--- config.mk ---
export PLATFORM = sky130hd
export DESIGN_NAME = prio_scan_decoder_flat
export DESIGN_NICKNAME = d
export VERILOG_FILES = /design/src/rtl/prio_scan_decoder_if.sv /design/src/rtl/prio_scan_decoder.sv /design/src/flat_wrapper.sv
export SDC_FILE = /design/constraint.sdc
export NUM_CORES = 1
export LEC_CHECK = 0
export BUFFER_PORTS_ARGS = -buffer_cell sky130_fd_sc_hd__buf_2
export CAP_MARGIN = 20
export CORE_MARGIN = 2
export CORE_UTILIZATION = 48
export DETAILED_ROUTE_END_ITERATION = 12
export GPL_TIMING_DRIVEN = 1
export HOLD_SLACK_MARGIN = 0.12
export PLACE_DENSITY = 0.76
export SYNTH_ARGS = -nofsm -noshare
export SYNTH_HDL_FRONTEND = slang
export SYNTH_SLANG_ARGS = --single-unit
--- constraint.sdc ---
create_clock -name clk -period 2.1 [get_ports clk]
set_input_delay 0.21 -clock clk [delete_from_list [all_inputs] [get_ports clk]]
set_output_delay 0.21 -clock clk [all_outputs]
set_load 0.02 [all_outputs]
--- src/rtl/prio_scan_decoder_if.sv ---
// rtl/prio_scan_decoder_if.sv - request/index handshake bundle for prio_scan_decoder
interface prio_scan_decoder_if #(
    parameter int WIDTH = 8
);
    localparam int IDX_W = $clog2(WIDTH);

    logic             in_valid;
    logic             in_ready;
    logic [WIDTH-1:0] in_vec;
    logic             out_valid;
    logic             out_ready;
    logic [IDX_W-1:0] out_idx;
    logic             out_last;

    // Producer of request vectors and consumer of indices.
    modport master (
        output in_valid,
        output in_vec,
        output out_ready,
        input  in_ready,
        input  out_valid,
        input  out_idx,
        input  out_last
    );

    // The decoder itself.
    modport slave (
        input  in_valid,
        input  in_vec,
        input  out_ready,
        output in_ready,
        output out_valid,
        output out_idx,
        output out_last
    );
endinterface

--- src/rtl/prio_scan_decoder.sv ---
// rtl/prio_scan_decoder.sv - sequential highest-first set-bit index emitter (optional PRIO_SCAN_COUNT_EN adds rem_cnt)
module prio_scan_decoder #(
    parameter int WIDTH = 8
) (
    input  logic                         clk,
    input  logic                         rst,
    prio_scan_decoder_if.slave           bus,
    output logic                         zero_vec,
    output logic                         busy
`ifdef PRIO_SCAN_COUNT_EN
    ,
    output logic [$clog2(WIDTH+1)-1:0]   rem_cnt
`endif
);
    localparam int IDX_W = $clog2(WIDTH);

    typedef enum logic {
        IDLE = 1'b0,
        SCAN = 1'b1
    } state_t;

    state_t           state;
    state_t           state_next;
    logic [WIDTH-1:0] pending;
    logic [IDX_W-1:0] hi_idx;
    logic             one_left;
    logic [WIDTH-1:0] clr_mask;
    logic             accept;
    logic             serve;

    // Handshake qualifiers: vectors only enter in IDLE, indices only leave in SCAN.
    assign accept = (state == IDLE) && bus.in_valid;
    assign serve  = (state == SCAN) && bus.out_ready;

    // Highest set bit of pending; later (higher) hits overwrite lower ones.
    always_comb begin
        hi_idx = '0;
        for (int i = 0; i < WIDTH; i++) begin
            if (pending[i]) begin
                hi_idx = IDX_W'(i);
            end
        end
    end

    // Exactly one bit left means the index now on offer is the last of the vector.
    always_comb begin
        one_left = (pending != '0) && ((pending & (pending - WIDTH'(1))) == '0);
        clr_mask = {{(WIDTH-1){1'b0}}, 1'b1} << hi_idx;
    end

    // State register.
    always_ff @(posedge clk) begin
        if (rst) begin
            state <= IDLE;
        end else begin
            state <= state_next;
        end
    end

    // Next-state: enter SCAN on a non-zero vector, leave after the last index is taken.
    always_comb begin
        state_next = state;
        case (state)
            IDLE: begin
                if (accept && (bus.in_vec != '0)) begin
                    state_next = SCAN;
                end
            end
            SCAN: begin
                if (serve && one_left) begin
                    state_next = IDLE;
                end
            end
            default: state_next = IDLE;
        endcase
    end

    // Pending bits load on accept and lose the served bit on every output handshake;
    // zero_vec flags an accepted empty vector for exactly one cycle.
    always_ff @(posedge clk) begin
        if (rst) begin
            pending  <= '0;
            zero_vec <= 1'b0;
        end else begin
            zero_vec <= accept && (bus.in_vec == '0);
            if (accept) begin
                pending <= bus.in_vec;
            end else if (serve) begin
                pending <= pending & ~clr_mask;
            end
        end
    end

    // Outputs are pure functions of state and pending, so they hold through stalls.
    always_comb begin
        bus.in_ready  = (state == IDLE);
        busy          = (state == SCAN);
        bus.out_valid = (state == SCAN);
        bus.out_idx   = hi_idx;
        bus.out_last  = one_left;
    end

`ifdef PRIO_SCAN_COUNT_EN
    localparam int CNT_W = $clog2(WIDTH+1);

    // Remaining count is the population count of pending, zero whenever idle.
    always_comb begin
        rem_cnt = '0;
        for (int i = 0; i < WIDTH; i++) begin
            rem_cnt = rem_cnt + CNT_W'(pending[i]);
        end
    end
`endif

endmodule

--- src/flat_wrapper.sv ---
// flat-port wrapper written by rule: the top's interface ports become plain ports
module prio_scan_decoder_flat 
#(
    parameter int WIDTH = 8
)
  (clk, rst, zero_vec, busy, bus_in_valid, bus_in_vec, bus_out_ready, bus_in_ready, bus_out_valid, bus_out_idx, bus_out_last);
  prio_scan_decoder_if #(.WIDTH(WIDTH)) bus_i ();
  input  logic clk;
  input  logic rst;
  output logic zero_vec;
  output logic busy;
  input wire logic [$bits(bus_i.in_valid)-1:0] bus_in_valid;
  input wire logic [$bits(bus_i.in_vec)-1:0] bus_in_vec;
  input wire logic [$bits(bus_i.out_ready)-1:0] bus_out_ready;
  output wire logic [$bits(bus_i.in_ready)-1:0] bus_in_ready;
  output wire logic [$bits(bus_i.out_valid)-1:0] bus_out_valid;
  output wire logic [$bits(bus_i.out_idx)-1:0] bus_out_idx;
  output wire logic [$bits(bus_i.out_last)-1:0] bus_out_last;
  assign bus_i.in_valid = bus_in_valid;
  assign bus_i.in_vec = bus_in_vec;
  assign bus_i.out_ready = bus_out_ready;
  assign bus_in_ready = bus_i.in_ready;
  assign bus_out_valid = bus_i.out_valid;
  assign bus_out_idx = bus_i.out_idx;
  assign bus_out_last = bus_i.out_last;
  prio_scan_decoder #(.WIDTH(WIDTH)) u_core (.clk(clk), .rst(rst), .bus(bus_i), .zero_vec(zero_vec), .busy(busy));
endmodule
==> metrics.md <==
| Metric | Value |
|---|---|
| Slew @ Worst Pin | `564 ps` |
| Synth area leader | `dfxtp_1` |
| Drt pass-1 iters | `4` |
| Startpoint types | `register` |
| Pins Over Slew Limit | `0` |
| Slew headroom | `0.623` |
| CP Capture Type | `output port` |
| Cell row count | `13` |
| Most common flop cell mapped by yosys | `dfxtp_1` |
| Sw frac | `0.365` |
| Placer congestion estimate | `0.857` |
| Crit path buffers/inverters | `1` |
| Vias after detailed routing | `688` |
| Reg2reg path depth | `4` |
| Gate power share | `0.348` |
| Crit-path max FO | `6` |
| Synth warn | `0` |
| Crit Path Class | `reg2out` |
| Post-detail-place hpwl | `1.20 mm` |
| Layout Skew | `11.5 ps` |
| Crit-path leading delay family | `simple AND/OR/NAND/NOR gates` |
| PostCTS Resize Cnt | `0` |
| Pwr Density | `823 mW/mm²` |
| CP Data Arrival Time | `1780 ps` |
| Reg-to-reg endpoint | `u_core.pending[1]` |
| Power share of the sequential group | `0.372` |
| Full die area | `0.00166 mm²` |
| CP cell instances | `or4_4, a211oi_2, o31ai_1, and2_1, buf_2` |
| Minimum clock period | `1990 ps` |
| CTS tree | `built` |
| Port bufs | `19` |
| Clock slew at reported path FFs | `60 ps` |
| Share of the synthesized area in the top cell type | `0.309` |
| Number of global-route vias before repair | `561` |
| Synth Net Count | `96` |
| Final Setup Violations | `0` |
| CTS H-tree lvls | `1` |
| Clock Latency Late Sink | `270 ps` |
| Unrepaired setup endpoints after global routing | `false` |
| Footprint of the multi-input gates | `408 µm²` |
| Largest cells by area after synthesis | `dfxtp_1 31%, a21oi_1 5.4%, o211ai_1 4.6%` |
| Detailed Route Iter0 Violations | `20` |
| R2R setup slack | `270 ps` |
| Clock Path Buffers | `2` |
| Crit path required time | `1890 ps` |
| Post-synthesis sequential area ratio | `0.309` |
| CP max stage cell | `or4_4` |
| Crit-path max cell delay | `570 ps` |
| Gate Count Post-Synth | `84` |
| Clock sink total | `10` |
| TritonCTS Buffers | `3` |
| Die outline width | `40.7 µm` |
| Initial antenna violation count | `0` |
| Largest net degree at the start of global routing | `10` |
| Hold crit path type | `in2reg` |
| Crit. path cell count | `5` |
| Post-synth EDFFs | `0` |
| Area grow syn2layout | `19.1%` |
| Worst IR Drop VDD | `0.000440 V` |
| Pint | `403 µW` |
| Hold-fix buffers, CTS | `0` |
| MaxCap Viol Count | `0` |
| Post-Syn Area | `648 µm²` |
| Post-synth ARST share | `0` |
| Final period util | `0.947` |
| CP startpoint | `u_core.pending[6]` |
| Core area | `0.00128 mm²` |
| Grt total ovfl | `0` |
| First-pass GRT wire length | `2.46 mm` |
| Avg Cell Area, Syn | `7.72 µm²` |
| FF/Latch Area | `203 µm²` |
| Pleak | `0.323 nW` |
| Initial Util | `0.504` |
| Final net count | `114` |
| Switch Pwr | `232 µW` |
| N_diodes | `0` |
| All-Layer GR Usage | `0.227` |
| Hold Vio Cnt, Final | `0` |
| Post-route ant nets | `0` |
| Setup TNS Final | `0 ps` |
| Top-Level Pins | `20` |
| Die Y | `40.7 µm` |
| Drt drc | `0` |
| Design Power | `635 µW` |
| Wire per inst | `14.1 µm` |
| Crit path to | `bus_out_last` |
| Reg2reg start | `u_core.pending[6]` |
| Achievable Freq | `0.503 GHz` |
| Share of cells above drive strength 1 | `0.317` |
| Clock power frac | `0.280` |
| FILL cells | `127` |
| Root Driver | `clkbuf_4` |
| Routed wire length | `1.64 mm` |
| Seq cells post-synth | `10` |
| Via density | `5.93` |
| Netlist cell types | `32` |
| # Post-CTS Setup Buffers | `0` |
| Status | `complete, no violations` |
## kinds of logic after synthesis
| logic type | share of synthesized area |
|---|---|
| DFF | 0.309 |
| and+or+nand+nor | 0.307 |
| buffers and inverters | 0.0695 |
| AOI/OAI and AO/OA | 0.315 |
## flip-flops by register name, summed over array words and instances (netlist names)
name,cells
u_core.pending,8
u_core.zero_vec,1
u_core.bus.out_valid,1
## cells in the final DEF, fill, tap and decap left out, drive strengths merged
master and instances:
a2111o 1, a2111oi 1, a211oi 3, a21o 2, a21oi 7, a31oi 1
a32o 2, and2 1, and3 1, buf 19, clkbuf 4, dfxtp 10
inv 3, nand2 7, nand2b 3, nand3 3, nor2 4, nor2b 4
nor3 3, nor3b 2, nor4 2, o211ai 4, o21a 1, o21ai 3
o21bai 1, o311ai 2, o31ai 1, or2 4, or3 1, or4 1
## worst min path at each step
stage / startpoint / endpoint / slack [ps] / cells after the start
6_report: bus_in_vec[4] / u_core.pending[4] / 190 / 3
5_1_grt: bus_in_vec[2] / u_core.pending[2] / 210 / 3
4_1_cts: bus_in_vec[2] / u_core.pending[2] / 190 / 3
3_5_place_dp: bus_in_vec[2] / u_core.pending[2] / 460 / 3
3_3_place_gp: bus_in_vec[2] / u_core.pending[2] / 460 / 3
2_1_floorplan: bus_in_vec[2] / u_core.pending[2] / 340 / 2
## worst min-delay path, cell delays in order
cell     delay [ps]
buf_2           110
nand2_1          50
a21oi_1          50
## cells in the mapped netlist, drive strengths merged, types with 3 or more instances
library cell / count
a211oi: 3
a21oi: 7
clkbuf: 4
dfxtp: 10
inv: 3
nand2: 7
nand2b: 3
nand3: 3
nor2: 4
nor2b: 4
nor3: 3
o211ai: 4
o21ai: 3
or2: 4
## layout make-up
class | instances | area share
multi-input cells | 65 | 0.528
flip-flops and latches | 10 | 0.263
repair buffers | 19 | 0.123
clock buffers | 4 | 0.0470
well taps | 15 | 0.0243
inverters | 3 | 0.0146
## per-stage QoR
stage,worst slack (ps),cells,util,hold slack [ps],instance area (µm²)
after global routing,24.9,116,0.601,208,772
after floorplan,258,84,-,340,648
after CTS,14.3,116,0.595,195,764
after detailed placement,288,112,0.567,464,728
after global placement,326,112,0.567,460,728
final,112,116,0.601,191,772
## routing by layer
metal | wire length (µm) | track usage | part of all wire
met5 | 0 | 0 | 0
met4 | 19 | 0.108 | 0.012
met3 | 122 | 0.0543 | 0.075
met2 | 763 | 0.361 | 0.47
met1 | 731 | 0.285 | 0.45
## power by group through the flow
stage                     registers, mW  logic, mW  clock network [mW]
after global placement            0.236      0.214                   0
after detailed placement          0.238      0.215                   0
after floorplan                   0.233      0.165                   0
after global routing              0.239      0.242               0.186
after CTS                         0.234      0.217               0.174
final                             0.236      0.221               0.178
Note: power is estimated with default switching activity, not from simulation.
